==> src/rtl/m_beep_ctrl.sv <==
// m_beep_ctrl: buzzer burst sequencer sitting behind the UART frame decoder.
// Each valid command plays num pulses of a given period and high time on
// o_beep. One command can wait in a pending slot while a burst plays.
// Optional feature macro: BEEP_ABORT_EN adds an i_abort input that cancels
// the running burst and drops any pending command.
module m_beep_ctrl #(
    parameter logic        BEEP_ACTIVE = 1'b1,
    parameter logic [15:0] GAP_CYCLES  = 16'd0
) (
    input  logic        i_clk,
    input  logic        i_rst,
`ifdef BEEP_ABORT_EN
    input  logic        i_abort,
`endif
    input  logic        i_beep_en,
    input  logic [31:0] i_beep_periord,
    input  logic [31:0] i_beep_high,
    input  logic [15:0] i_beep_num,
    output logic        o_beep,
    output logic        o_busy,
    output logic        o_done,
    output logic        o_err,
    output logic        o_ovf
);

    typedef enum logic [1:0] {ST_IDLE, ST_RUN, ST_GAP} state_t;

    state_t      state_q;
    logic [31:0] period_q;
    logic [31:0] high_q;
    logic [31:0] cycCnt_q;
    logic [31:0] cycCnt_d;
    logic [15:0] pulseCnt_q;
    logic [15:0] gapCnt_q;
    logic        pendValid_q;
    logic [31:0] pendPeriod_q;
    logic [31:0] pendHigh_q;
    logic [15:0] pendNum_q;
    logic        beep_q;
    logic        busy_q;
    logic        done_q;
    logic        err_q;
    logic        ovf_q;

    logic        abortReq;
    logic        cmdValid;
    logic        cmdBad;
    logic [31:0] cmdHigh;
    logic        cycWrap;
    logic        runLast;
    logic        gapLast;
    logic [31:0] nxtPeriod;
    logic [31:0] nxtHigh;
    logic [15:0] nxtNum;

`ifdef BEEP_ABORT_EN
    assign abortReq = i_abort;
`else
    assign abortReq = 1'b0;
`endif

    // Command qualification, counter stepping and selection of the next burst source
    // (the pending slot wins; otherwise the strobe arriving this cycle is used).
    always_comb begin
        cmdValid  = i_beep_en && !abortReq && (i_beep_periord != 32'd0) && (i_beep_num != 16'd0);
        cmdBad    = i_beep_en && !abortReq && !((i_beep_periord != 32'd0) && (i_beep_num != 16'd0));
        cmdHigh   = (i_beep_high > i_beep_periord) ? i_beep_periord : i_beep_high;
        cycWrap   = (cycCnt_q == period_q - 32'd1);
        cycCnt_d  = cycWrap ? 32'd0 : cycCnt_q + 32'd1;
        runLast   = (state_q == ST_RUN) && cycWrap && (pulseCnt_q == 16'd1);
        gapLast   = (state_q == ST_GAP) && (gapCnt_q == GAP_CYCLES - 16'd1);
        nxtPeriod = pendValid_q ? pendPeriod_q : i_beep_periord;
        nxtHigh   = pendValid_q ? pendHigh_q   : cmdHigh;
        nxtNum    = pendValid_q ? pendNum_q    : i_beep_num;
    end

    // Burst sequencer: IDLE -> RUN -> (GAP) -> IDLE/RUN, with all outputs registered.
    always_ff @(posedge i_clk or posedge i_rst) begin
        if (i_rst) begin
            state_q      <= ST_IDLE;
            period_q     <= 32'd0;
            high_q       <= 32'd0;
            cycCnt_q     <= 32'd0;
            pulseCnt_q   <= 16'd0;
            gapCnt_q     <= 16'd0;
            pendValid_q  <= 1'b0;
            pendPeriod_q <= 32'd0;
            pendHigh_q   <= 32'd0;
            pendNum_q    <= 16'd0;
            beep_q       <= ~BEEP_ACTIVE;
            busy_q       <= 1'b0;
            done_q       <= 1'b0;
            err_q        <= 1'b0;
            ovf_q        <= 1'b0;
        end else begin
            done_q <= 1'b0;
            err_q  <= cmdBad;
            ovf_q  <= 1'b0;
            if (abortReq) begin
                state_q     <= ST_IDLE;
                pendValid_q <= 1'b0;
                beep_q      <= ~BEEP_ACTIVE;
                busy_q      <= 1'b0;
            end else begin
                case (state_q)
                    ST_IDLE: begin
                        if (cmdValid) begin
                            state_q    <= ST_RUN;
                            period_q   <= nxtPeriod;
                            high_q     <= nxtHigh;
                            cycCnt_q   <= 32'd0;
                            pulseCnt_q <= nxtNum;
                            busy_q     <= 1'b1;
                            beep_q     <= (nxtHigh != 32'd0) ? BEEP_ACTIVE : ~BEEP_ACTIVE;
                        end
                    end
                    ST_RUN: begin
                        if (runLast) begin
                            done_q <= 1'b1;
                            if (pendValid_q || cmdValid) begin
                                if (GAP_CYCLES == 16'd0) begin
                                    state_q     <= ST_RUN;
                                    period_q    <= nxtPeriod;
                                    high_q      <= nxtHigh;
                                    cycCnt_q    <= 32'd0;
                                    pulseCnt_q  <= nxtNum;
                                    busy_q      <= 1'b1;
                                    beep_q      <= (nxtHigh != 32'd0) ? BEEP_ACTIVE : ~BEEP_ACTIVE;
                                    pendValid_q <= pendValid_q && cmdValid;
                                    if (pendValid_q && cmdValid) begin
                                        pendPeriod_q <= i_beep_periord;
                                        pendHigh_q   <= cmdHigh;
                                        pendNum_q    <= i_beep_num;
                                    end
                                end else begin
                                    state_q  <= ST_GAP;
                                    gapCnt_q <= 16'd0;
                                    busy_q   <= 1'b1;
                                    beep_q   <= ~BEEP_ACTIVE;
                                    if (cmdValid) begin
                                        pendValid_q  <= 1'b1;
                                        pendPeriod_q <= i_beep_periord;
                                        pendHigh_q   <= cmdHigh;
                                        pendNum_q    <= i_beep_num;
                                        ovf_q        <= pendValid_q;
                                    end
                                end
                            end else begin
                                state_q <= ST_IDLE;
                                busy_q  <= 1'b0;
                                beep_q  <= ~BEEP_ACTIVE;
                            end
                        end else begin
                            cycCnt_q <= cycCnt_d;
                            if (cycWrap) begin
                                pulseCnt_q <= pulseCnt_q - 16'd1;
                            end
                            beep_q <= (cycCnt_d < high_q) ? BEEP_ACTIVE : ~BEEP_ACTIVE;
                            if (cmdValid) begin
                                pendValid_q  <= 1'b1;
                                pendPeriod_q <= i_beep_periord;
                                pendHigh_q   <= cmdHigh;
                                pendNum_q    <= i_beep_num;
                                ovf_q        <= pendValid_q;
                            end
                        end
                    end
                    ST_GAP: begin
                        if (gapLast) begin
                            state_q     <= ST_RUN;
                            period_q    <= nxtPeriod;
                            high_q      <= nxtHigh;
                            cycCnt_q    <= 32'd0;
                            pulseCnt_q  <= nxtNum;
                            busy_q      <= 1'b1;
                            beep_q      <= (nxtHigh != 32'd0) ? BEEP_ACTIVE : ~BEEP_ACTIVE;
                            pendValid_q <= cmdValid;
                            if (cmdValid) begin
                                pendPeriod_q <= i_beep_periord;
                                pendHigh_q   <= cmdHigh;
                                pendNum_q    <= i_beep_num;
                            end
                        end else begin
                            gapCnt_q <= gapCnt_q + 16'd1;
                            if (cmdValid) begin
                                pendValid_q  <= 1'b1;
                                pendPeriod_q <= i_beep_periord;
                                pendHigh_q   <= cmdHigh;
                                pendNum_q    <= i_beep_num;
                                ovf_q        <= pendValid_q;
                            end
                        end
                    end
                    default: begin
                        state_q <= ST_IDLE;
                        busy_q  <= 1'b0;
                        beep_q  <= ~BEEP_ACTIVE;
                    end
                endcase
            end
        end
    end

    assign o_beep = beep_q;
    assign o_busy = busy_q;
    assign o_done = done_q;
    assign o_err  = err_q;
    assign o_ovf  = ovf_q;

endmodule
==> config.mk <==
export PLATFORM = sky130hd
export DESIGN_NAME = m_beep_ctrl
export DESIGN_NICKNAME = d
export VERILOG_FILES = /design/src/rtl/m_beep_ctrl.sv
export SDC_FILE = /design/constraint.sdc
export NUM_CORES = 1
export LEC_CHECK = 0
export CAP_MARGIN = 20
export CORE_MARGIN = 2
export CORE_UTILIZATION = 50
export CTS_BUF_LIST = sky130_fd_sc_hd__clkbuf_8
export CTS_CLUSTER_SIZE = 10
export DETAILED_ROUTE_END_ITERATION = 10
export PLACE_DENSITY = 0.72
export SYNTH_ARGS = -nofsm -noshare
export SYNTH_HDL_FRONTEND = slang
export SYNTH_SLANG_ARGS = --single-unit
==> constraint.sdc <==
create_clock -name i_clk -period 16.05 [get_ports i_clk]
set_input_delay 4.0125 -clock i_clk [delete_from_list [all_inputs] [get_ports i_clk]]
set_output_delay 4.0125 -clock i_clk [all_outputs]
set_load 0.01 [all_outputs]
# ---- Word level (Yosys, flattened, before mapping)
# Index checks and enable logic that the tools add are counted.
dict set report op_classes {
  add_sub_neg 4
  n_eq_ne 12
  bitwise_logic 1
  muxes 69
  order_cmp 2
  n_reduce_logical 24
}
# cell count
set op_table {}
lappend op_table {{$mux 32} 24}
lappend op_table {{$pmux 32 s3} 3}
lappend op_table {{$mux 16} 10}
lappend op_table {{$pmux 32 s2} 2}
lappend op_table {{$reduce_bool 32->1} 2}
lappend op_table {{$pmux 16 s3} 1}
lappend op_table {{$add 32x1->32 const B} 1}
lappend op_table {{$eq 32x32->1} 1}
lappend op_table {{$gt 32x32->1} 1}
lappend op_table {{$lt 32x32->1} 1}
lappend op_table {{$pmux 16 s2} 1}
lappend op_table {{$sub 32x1->32 const B} 1}
lappend op_table {{$mux 1} 20}
lappend op_table {{$add 16x1->16 const B} 1}
lappend op_table {{$eq 16x1->1 const B} 1}
lappend op_table {{$eq 16x16->1 const B} 1}
lappend op_table {{$reduce_bool 16->1} 1}
lappend op_table {{$sub 16x1->16 const B} 1}
lappend op_table {{$reduce_and 5->1} 2}
lappend op_table {{$logic_and 1x1->1} 8}
lappend op_table {{$mux 2} 3}
lappend op_table {{$ne 2x2->1 const B} 3}
lappend op_table {{$ne 3x2->1 const B} 2}
lappend op_table {{$pmux 1 s3} 2}
lappend op_table {{other kinds (15)} 19}
dict set report totals {
  register_bits 216
}

# ---- Logic depth before layout (Yosys ltp)
# Gate-level depths: netlist (run 1).
dict set report depth {
  depth_word 8
  mapped_depth 23
  depth_no_buf 21
}

# ---- Worst setup path after synthesis (run 1)
# OpenSTA, ideal clock, no wires.
dict set report synth_timing {
  path_type {in2reg}
  from {input port i_beep_periord[19]}
  to {register beep_q (netlist: o_beep)}
  setup_ns 0.126
  path_slack_ns 8.789
  path_buffers 1
  arrival_time_ns 7.135
  cell_stages 12
  path_cell_list {inv_1 ha_1 nand4_1 nor4_1 o221a_2 clkbuf_1 nor2_1 o311a_1 or4_1 a2111oi_0 nand4_1 a221o_1}
}
dict set report synth_between {
  elab_chain_cells 8
  elab_cells_between_ends 16
  cone_classes {order compare (1); eq/ne (1); mux (8); reduce/logical (6)}
}
# element line_no
set synth_lines {}
lappend synth_lines {{from (decl)} 16} ;# input logic [31:0] i_beep_periord,
lappend synth_lines {{$gt 32x32->1} 67} ;# cmdHigh = (i_beep_high > i_beep_periord) ? i_beep_periord : i_beep_high;
lappend synth_lines {{$mux 32} 67}
lappend synth_lines {{$mux 32} 73} ;# nxtHigh = pendValid_q ? pendHigh_q : cmdHigh;
lappend synth_lines {{$reduce_bool 32->1} {114, 128, 176}}
lappend synth_lines {{$mux 1} {114, 128, 176}}
lappend synth_lines {{$mux 1} 120} ;# if (pendValid_q || cmdValid) begin
lappend synth_lines {{$mux 1} 118} ;# if (runLast) begin
lappend synth_lines {{$pmux 1 s3} 105} ;# case (state_q)
lappend synth_lines {{to (signal assigned)} 114} ;# beep_q <= (nxtHigh != 32'd0) ? BEEP_ACTIVE : ~BEEP_ACTIVE;
lappend synth_lines {{to (signal assigned)} 128} ;# beep_q <= (nxtHigh != 32'd0) ? BEEP_ACTIVE : ~BEEP_ACTIVE;
lappend synth_lines {{to (signal assigned)} 176} ;# beep_q <= (nxtHigh != 32'd0) ? BEEP_ACTIVE : ~BEEP_ACTIVE;
lappend synth_lines {{to (decl)} 39} ;# logic beep_q;
# Several ways; a longest one is shown, not always the timed one. The select of a mux whose other input is x is not followed.
# A chain may end at the register's enable or synchronous reset.

# ---- Worst setup path after layout (run 1)
dict set report layout_timing {
  from {input port i_beep_periord[29]}
  to {register beep_q (netlist: o_beep)}
}
# Same word-level chain as after synthesis.

==> results.md, run 1 <==
- Post-CTS resize count: 0
- R2R Setup Slk: 9800 ps
- CTS tree: yes
- Period minus WS final: 8330 ps
- Worst hold path type: reg2reg
- Standard-cell row count: 59
- Reg-to-Reg Start: period_q[0]
- Final-report hold violation count: 0
- Worst Path Max Fanout: 14
- Clock-pin slew on the worst setup and hold paths: 100 ps
- Largest net degree at the start of global routing: about 120
- Synth Cell Area: 13,200 sq um
- Max Buffers Root-to-Sink: 2
- Kind of critical path: in2reg
- Synth warnings: 0
- Unrepaired setup endpoints after global routing: false
- Clk root buf: clkbuf_8
- Final WL: between 30 and 40 mm
- Initial Utilization: 50.8%
- Crit-path most repeated cell: nand4_1
- CP max stage cell: clkdlybuf4s50_1
- Setup TNS: 0 ps
- Synthesis-to-layout area growth: 11.7%
- Mapped Nets: 1,632
- Initial DRC Count: 1,167
- Synth unique cells: 81
- First-pass GRT wire length: about 62 mm
- Post-route ant nets: 0
- Synth Flop Type: dfrtp_1
- CORE AREA: 25,900 sq um
- Sequential area share after synthesis: 37.7%
- Max cap viols: 0
- Hold Buf Count CTS: 0
- Die width: 166 um
- Critical Path End: o_beep
- Fraction of layout cells with a size suffix above 1: under 10%
- Port bufs: 87
- Register bit total from synthesis: 198
- IO Count: 88
- Tot Pwr: 1.37 mW
- DRC: 0
- Final setup margin: approximately 7700 ps
- H-tree levels: 4
- PD cells: approximately 93 nW/um^2
- Clock latency reported for the late side of the worst-skew pair: 480 ps
- Worst Setup SP: i_beep_periord[29]
- Synth top area cells: dfrtp_1 38%, ha_1 6.4%, mux2i_1 6.3%
- Die area: 27,600 sq um
- Lkg Pwr: approximately 6.8 nW
- WP data required: 16,400 ps
- Status: complete, no violations
- Drt first pass iters: 6
- Die Ht: 166 um
- Vias in the first global route: 10,900
- Period utilization: 51.9%
- Via count: 11,500
- CP max stage delay: 640 ps
- Highest Clock Rate: between 100 and 150 MHz
- Gpl congestion: 0.922
- # clock sinks: 198
- N_diodes: 0
- Slew Viols, Final: 0
- Worst-margin pin slew: 1080 ps
- Cell taking the most area after synthesis: dfrtp_1
- Post-Synthesis Cells: 1,482
- Post-CTS Setup Inserts: 0
- Worst relative slew slack: 28.1%
- Crit. End Element: flip-flop
- DR WL/cell: 20.8 um
- Async set-or-reset flop fraction in the synthesized netlist: 100%
- Final #Nets: 1,670
- GR Overflow Total: 0
- Antenna violations before repair: 0
- GRT Util Overall: 28.6%
- Share of the synthesized area in the top cell type: 37.7%
- CP Launch Type: input port
- Syn_area_per_cell: 8.87 sq um
- Final Skew: a little over 30 ps
- Reg2Reg Capture Point: o_beep
- Filler cell count: around 2,300
- Worst vdd ir: 0.0821 mV
- Post-DP HPWL: roughly 29 mm
- Worst slack, placed: 7230 ps
- EDFF count, synth: 0
- Critical path cell sequence: clkdlybuf4s50_1 > inv_1 > ha_1 > nand4_1 > nor3_1 > o211ai_1 > nand3_1 > nor2_1 > buf_4 > o311a_1 > or4_1 > a2111oi_0 > nand4_1 > a221o_1
- Endpoints failing setup: 0
- FF-to-FF path depth: 20
- Worst EP arrival: approximately 8700 ps
- Avg Vias per Cell: about 6
- Total CTS buffers: 17
-- registers in the layout (all words and copies together) (netlist names), 16 cells and up --
| register | flops |
|---|---|
| pendHigh_q | 32 |
| pendPeriod_q | 32 |
| cycCnt_q | 32 |
| high_q | 32 |
| period_q | 32 |
| pulseCnt_q | 16 |
| pendNum_q | 16 |
-- cells by family after synthesis --
family / count (synthesis) / synth area share, %
compound gates: 362 / 17.9
xor+xnor: 69 / 4.59
fa+ha+maj: 67 / 6.37
buf+inv: 165 / 5.37
flops: 198 / 37.7
mux: 112 / 8.80
simple gates: 509 / 19.3
-- layout make-up --
cell class | instances | area, sq um | area share [%]
Clock buffer | 18 | 248 | 1.69
Clock inverter | 14 | 231 | 1.58
Inverter | 83 | 319 | 2.17
Multi-Input combinational cell | 1119 | 7540 | 51.3
Sequential cell | 198 | 4960 | 33.7
Tap cell | 335 | 419 | 2.85
Timing Repair Buffer | 101 | 976 | 6.64
-- critical path, delay by kind of cell --
family | cells | cell delay, ps
AND/OR/NAND/NOR | 6 | 1940
adder cells (fa/ha/maj) | 1 | 330
buffers and inverters | 3 | 970
AO/OA/AOI/OAI | 4 | 1430
-- cells in the final DEF (no fill, tap or decap), drive strengths merged, types with 29 or more instances in the layout --
| cell | netlist | final |
|---|---|---|
| a21oi | 45 | 45 |
| a22o | 32 | 32 |
| clkdlybuf4s50 | 0 | 87 |
| dfrtp | 198 | 198 |
| ha | 67 | 67 |
| inv | 83 | 88 |
| mux2 | 29 | 29 |
| mux2i | 83 | 83 |
| nand2 | 168 | 168 |
| nand3 | 46 | 46 |
| nor2 | 107 | 107 |
| nor3 | 32 | 32 |
| nor4 | 40 | 40 |
| o21ai | 155 | 155 |
| xnor2 | 40 | 40 |
| xor2 | 29 | 29 |
-- cells in the mapped netlist (19+ instances only) --
master      n
nand4_1    27
inv_1      83
a22o_1     32
a21oi_1    45
a21o_1     19
nand3_1    46
xnor2_1    40
mux2i_1    83
clkbuf_1   57
nor3_1     30
xor2_1     29
nor2_1    107
nor4_1     34
o21ai_0    89
ha_1       67
dfrtp_1   198
o21ai_1    66
nand2_1   168
-- stage by stage --
stage	std cells	util [%]	instance area [sq um]	hold WS [ps]
final	1868	56.7	14700	489
after global routing	1868	56.7	14700	516
after CTS	1868	56.7	14700	490
after detailed placement	1836	54.9	14200	467
after global placement	1836	54.9	14200	463
after floorplan	1482	-	13200	446
-- power breakdown --
group	switching (mW)	total, mW	internal (mW)
registers	0.0597	0.615	0.555
logic	0.209	0.369	0.160
clock network	0.205	0.387	0.182
-- layer usage --
metal	share of wire (%)	global-route usage, %
met1	48	43.8
met2	43	43.0
met3	7.1	3.67
met4	2.0	6.81
met5	0	0
-- worst min path at each step --
stage	startpoint	endpoint	slack, ps	cells past startpoint
after floorplan	pendHigh_q[29]	pendHigh_q[29]	450	2
after global placement	pendHigh_q[29]	pendHigh_q[29]	460	2
after CTS	pendHigh_q[29]	pendHigh_q[29]	490	2
final	pendHigh_q[29]	pendHigh_q[29]	490	2
after detailed placement	pendHigh_q[29]	pendHigh_q[29]	470	2
after global routing	pendNum_q[10]	pendNum_q[10]	520	1
Note: power is estimated with default switching activity, not from simulation.
==> run 2: changes to the inputs <==
==> constraint.sdc (replaced) <==
create_clock -name i_clk -period 8.6 [get_ports i_clk]
set_input_delay 2.15 -clock i_clk [delete_from_list [all_inputs] [get_ports i_clk]]
set_output_delay 2.15 -clock i_clk [all_outputs]
set_load 0.01 [all_outputs]
==> run 2 against run 1 <==
Utilization decreased by 0.32 points. Wire length about the same. Critical path depth up 6. Sequential power grew 87%. Power is 79% higher. Via count shrank 0.24%. Critical path type is now reg2reg. Largest power group unchanged.
==> results.md, run 2 (synthesis gave the netlist of run 1 again) <==
- Crit. End Element: flip-flop
- Max cap viols: 0 (unchanged)
- H-tree levels: 4 (unchanged)
- Clk root buf: clkbuf_8
- Final #Nets: 1,669 (-0.060%)
- Initial Utilization: 50.8% (unchanged)
- Filler cell count: 2,403 (+2.6%)
- Commonest non-fill, non-tap cells in the layout: 197 x dfrtp_1, 167 x nand2_1, 107 x nor2_1, 89 x o21ai_0, 87 x clkdlybuf4s50_1
- Die width: 166 um (unchanged)
- Hold Buf Count CTS: 0 (unchanged)
- Gpl congestion: 0.920 (-0.20%)
- Final WL: 38.9 mm (about the same)
- CORE AREA: 25,900 sq um (unchanged)
- Worst Path Max Fanout: 33 (+19)
- Final Skew: 25.3 ps (-5.09 ps)
- Largest net degree at the start of global routing: 126 (+9.6%)
- Die area: 27,600 sq um (unchanged)
- GRT Util Overall: 28.5% (-0.10 points)
- IO Count: 88 (unchanged)
- Endpoints failing setup: 0 (unchanged)
- Unrepaired setup endpoints after global routing: false
- WP data required: 8970 ps (-7430 ps)
- # clock sinks: 198 (unchanged)
- Avg Vias per Cell: 6.13 (-0.18%)
- Slew Viols, Final: 0 (unchanged)
- Worst EP arrival: 6660 ps (-2020 ps)
- Post-route ant nets: 0 (unchanged)
- Post-DP HPWL: 29.1 mm (+0.15%)
- Most common cell after layout, fill and taps aside: dfrtp_1
- Worst Setup SP: period_q[0]
- Post-CTS Setup Inserts: 0 (unchanged)
- GR Overflow Total: 0 (unchanged)
- Period utilization: 73.1%
- CP Launch Type: flip-flop
- Drt first pass iters: 5 (-1)
- Clock latency reported for the late side of the worst-skew pair: 500 ps (+20 ps)
- Max Buffers Root-to-Sink: 2 (unchanged)
- Worst-margin pin slew: 1010 ps (-68.9 ps)
- Highest Clock Rate: 159 MHz
- Kind of critical path: reg2reg
- Synthesis-to-layout area growth: 11.1%
- Clock-pin slew on the worst setup and hold paths: 110 ps (about the same)
- Antenna violations before repair: 1 (+1)
- Final-report hold violation count: 0 (unchanged)
- First-pass GRT wire length: 62.4 mm (about the same)
- Hold path startpoint: high_q[20]
- Port bufs: 87 (unchanged)
- Worst hold path type: reg2reg
- Vias in the first global route: 10,900 (-0.28%)
- Worst relative slew slack: 32.5% (+4.3 points)
- CTS tree: yes
- Finished Cell Area: 14,600 sq um (-0.56%)
- Standard-cell row count: 59 (unchanged)
- Initial DRC Count: 1,034 (-11%)
- Sequential cell area: 4960 sq um (unchanged)
- Lkg Pwr: 6.76 nW (-0.54%)
- N_diodes: 0 (unchanged)
- Status: complete, no violations
- Worst vdd ir: 0.0926 mV (+13%)
- Die Ht: 166 um (unchanged)
- Reg-to-Reg Start: period_q[0]
- Setup TNS: 0 ps (unchanged)
- Period minus WS final: between 6000 and 7000 ps
- DRC: 0 (unchanged)
- Total CTS buffers: 17 (unchanged)
- DP Area: 14,200 sq um (about the same)
- Multi-input gate area: 7540 sq um (unchanged)
- Via count: 11,400 (-0.24%)
- PD cells: 168 nW/um^2 (+80%)
- DR WL/cell: 20.8 um (+0.11%)
- Hold_ws: 489 ps (-0.0960 ps)
- Fraction of layout cells with a size suffix above 1: 5.68% (-0.062 points)
- Post-CTS resize count: 0 (unchanged)
run 2: cell types whose count changed in the layout (fill, tap and decap cells not counted), sizes merged:
| cell | delta |
|---|---|
| bufinv | -4 |
| inv | +4 |
| clkinv | +2 |
| buf | -1 |
| clkbuf | -1 |
| clkinvlp | -1 |
run 2: final timing paths:
path	endpoint	slack (ps)	cells after the start
setup / recovery	o_beep	2320	20
hold / removal	high_q[20]	490	2
setup reg to reg	o_beep	2320	20
hold reg to reg	high_q[20]	490	2
max in group asynchronous	high_q[24]	4880	3
min in group asynchronous	cycCnt_q[23]	2210	2
run 2: metal layers:
metal	global-route usage, %	share of wire, %
met5	0	0
met4	6.73	1.7
met3	4.39	7.0
met2	42.4	43
met1	43.5	48
run 2: final cells by class:
class	count	area share, %
Sequential cell	198	33.9
Inverter	83	2.18
Multi-Input combinational cell	1119	51.6
Timing Repair Buffer	100	6.71
Tap cell	335	2.87
Clock inverter	15	1.08
Clock buffer	17	1.60
run 2: per-stage QoR:
| stage | utilization (%) | worst slack [ps] | cells | power [mW] |
|---|---|---|---|---|
| 4_1_cts | 56.4 | 2420 | 1867 | 2.46 |
| 5_1_grt | 56.4 | 1980 | 1867 | 2.59 |
| 3_3_place_gp | 54.9 | 1960 | 1835 | 1.83 |
| 6_report | 56.4 | 2320 | 1867 | 2.46 |
| 3_5_place_dp | 54.9 | 1930 | 1835 | 1.85 |
| 2_1_floorplan | - | 1050 | 1482 | 1.62 |
run 2: power breakdown:
group,switching (mW),internal [mW],total [mW]
combinational,0.393,0.300,0.693
sequential,0.112,1.04,1.15
clock,0.399,0.219,0.618
total,0.903,1.56,2.46
run 2: critical path, cell delays in order, from the launching register on:
cell and delay [ps]:
dfrtp_1 480, inv_1 90, ha_1 230, or3b_2 510, nor3_2 430, nand3_1 200, nor4_1 330, nor3_1 130
or3b_1 450, nor4_4 340, buf_4 400, nor2_1 160, ha_1 340, nand4_1 110, nor2_1 140, nand3_1 140
nor3_1 460, nand4_1 250, nor4_1 500, a211oi_1 180, a221o_1 290
==> run 3: changes to the inputs <==
--- a/config.mk
+++ b/config.mk
@@ -11,7 +11,7 @@
 export CTS_BUF_LIST = sky130_fd_sc_hd__clkbuf_8
 export CTS_CLUSTER_SIZE = 10
 export DETAILED_ROUTE_END_ITERATION = 10
-export PLACE_DENSITY = 0.72
+export PLACE_DENSITY = 0.75
 export SYNTH_ARGS = -nofsm -noshare
 export SYNTH_HDL_FRONTEND = slang
 export SYNTH_SLANG_ARGS = --single-unit
==> constraint.sdc (replaced) <==
create_clock -name i_clk -period 5.2 [get_ports i_clk]
set_input_delay 1.3 -clock i_clk [delete_from_list [all_inputs] [get_ports i_clk]]
set_output_delay 1.3 -clock i_clk [all_outputs]
set_load 0.01 [all_outputs]
==> run 3 against run 2 <==
Clock power rose by 76%. Clock skew fell by 2.5 ps. Cell count rose by 7.0%. Worst setup slack got worse by 2200 ps. Worst hold slack gained 5.0 ps. First-iteration DRC count is 18% higher. Die area unchanged. Sequential power is 63% higher. Via count rose by 6.7%. Register-to-register slack lost 2200 ps. Wire length is 3.5% higher. Largest cell class unchanged. Highest routed layer unchanged.
==> results.md, run 3 (synthesis gave the netlist of run 1 again) <==
- Post-route ant nets: 0 (unchanged)
- Final WL: 40.3 mm (+3.5%)
- Max Buffers Root-to-Sink: 2 (unchanged)
- WP data required: 5570 ps (-3400 ps)
- Antenna violations before repair: 0 (-1)
- Fraction of layout cells with a size suffix above 1: 14.1% (+8.5 points)
- Filler cell count: 2,234 (-7.0%)
- Gpl congestion: 0.961 (+4.5%)
- Crit-path most repeated cell: buf_4
- IO Count: 88 (unchanged)
- Max cap viols: 0 (unchanged)
- Avg Vias per Cell: 6.11 (-0.27%)
- DRC: 0 (unchanged)
- Die area: 27,600 sq um (unchanged)
- Synthesis-to-layout area growth: 20.7%
- Worst Path Max Fanout: 10 (-70%)
- Status: complete, no violations
- Buf+Inv Stages, Crit Path: 7 (+5)
- Clock latency reported for the late side of the worst-skew pair: 500 ps (about the same)
- Finished Layout Cells: 1,997 (+7.0%)
- Final Skew: 22.8 ps (-2.46 ps)
- Initial DRC Count: 1,225 (+18%)
- Multi-input gate area: 7670 sq um (+1.7%)
- CP max stage delay: 580 ps (+70 ps)
- Worst slack, placed: -38.6 ps (-1970 ps)
- Most common cell after layout, fill and taps aside: dfrtp_1
- Slew Viols, Final: 0 (unchanged)
- Hold path startpoint: high_q[31]
- Fin util: 61.3% (+4.9 points)
- Clock-pin slew on the worst setup and hold paths: 130 ps (+20 ps)
- Post-DP HPWL: 30.7 mm (+5.4%)
- CP Launch Type: flip-flop
- # clock sinks: 198 (unchanged)
- Period minus WS final: 5130 ps (-1150 ps)
- GRT Util Overall: 29.0% (+0.46 points)
- Worst hold path type: reg2reg
- DR WL/cell: 20.2 um (-3.3%)
- Via count: 12,200 (+6.7%)
- Standard-cell row count: 59 (unchanged)
- Period utilization: 98.6% (+26 points)
- Critical path cell sequence: buf_4 > or4_1 > o21a_1 > nor4_4 > o311ai_2 > nor4_1 > nand4b_1 > nor4_4 > buf_4 > buf_4 > clkbuf_16 > inv_1 > and2_1 > ha_1 > nand4_1 > nor3_2 > buf_4 > nand4_1 > buf_4 > o2111ai_1 > a211oi_2 > a221o_1
- Worst vdd ir: 0.173 mV (+87%)
- Port bufs: 87 (unchanged)
- Endpoints failing setup: 0 (unchanged)
- PD cells: 273 nW/um^2 (+62%)
- Lkg Pwr: 7.46 nW (+10%)
- Setup TNS: 0 ps (unchanged)
- Worst-margin pin slew: 760 ps (-249 ps)
- Vias in the first global route: 11,400 (+5.0%)
- Reg-to-Reg Start: period_q[1]
- Final #Nets: 1,799 (+7.8%)
- Die Ht: 166 um (unchanged)
- H-tree levels: 4 (unchanged)
- Final setup margin: 72.5 ps (-2250 ps)
- Drt first pass iters: 6 (+1)
- Largest net degree at the start of global routing: 97 (-23%)
- GR Overflow Total: 0 (unchanged)
- Worst Setup SP: period_q[1]
- Total CTS buffers: 17 (unchanged)
- Crit-path leading delay family: simple AND/OR/NAND/NOR gates
- Crit. End Element: flip-flop
- Worst EP arrival: 5490 ps (-1170 ps)
- Highest Clock Rate: 195 MHz (+23%)
- First-pass GRT wire length: 63.3 mm (+1.4%)
- Kind of critical path: reg2reg
- Sequential cell area: 4960 sq um (unchanged)
- CP max stage cell: or4_1
- Commonest non-fill, non-tap cells in the layout: 197 x dfrtp_1, 165 x nand2_1, 133 x buf_4, 106 x nor2_1, 89 x o21ai_0
- Placed Cells: 1,959 (+6.8%)
- Worst relative slew slack: 49.3% (+17 points)
- CTS tree: yes
- Initial Utilization: 50.8% (unchanged)
- CORE AREA: 25,900 sq um (unchanged)
- Clk root buf: clkbuf_8
- Die width: 166 um (unchanged)
- Hold Buf Count CTS: 0 (unchanged)
- Final-report hold violation count: 0 (unchanged)
- Hold_ws: 494 ps (+4.96 ps)
- N_diodes: 0 (unchanged)
==> run 3: through the flow <==
step | cell area (sq um) | total power, mW
after floorplan | 13200 | 2.67
after global placement | 15200 | 3.13
after detailed placement | 15200 | 3.18
after CTS | 15700 | 4.27
after global routing | 15900 | 4.56
final | 15900 | 4.33
==> run 3: power breakdown <==
group	leakage (nW)	total (mW)	internal, mW	switching (mW)
registers	2.50	1.88	1.71	0.166
clock network	0.220	1.09	0.388	0.701
logic	4.74	1.36	0.613	0.745
==> run 3: per-layer routing <==
layer	up-vias	global-route usage, %	wire length [um]
li1	5717	-	-
met1	5909	43.1	18600
met2	498	43.5	17600
met3	80	4.69	2910
met4	0	8.47	1210
met5	-	0	0
==> run 3: repair_timing <==
item / CTS / global route
setup buffers: 2 / 2
pin swaps: 2 / 7
gates resized for setup: 1 / 27
setup endpoints to repair: 1 / 1
gates cloned: 0 / 2
==> run 3: layout make-up <==
type | instances | area share, %
multi-input cells | 1119 | 48.3
flip-flops and latches | 198 | 31.2
repair buffers | 230 | 13.0
well taps | 335 | 2.64
inverters | 83 | 1.99
clock buffers | 17 | 1.47
clock inverters | 15 | 1.33
==> run 3: worst min-delay path, cell delays in order (launching register included) <==
cell and delay, ps:
dfrtp_1 360, nand2_1 50, o21ai_0 60
==> run 3: worst paths after layout <==
kind	to	slack [ps]	cells after the start
worst max-delay path	o_beep	70	22
worst min-delay path	high_q[31]	490	2
worst max register to register	o_beep	70	22
worst min register to register	high_q[31]	490	2
max in group asynchronous	pendHigh_q[13]	3060	3
min in group asynchronous	cycCnt_q[1]	1230	2
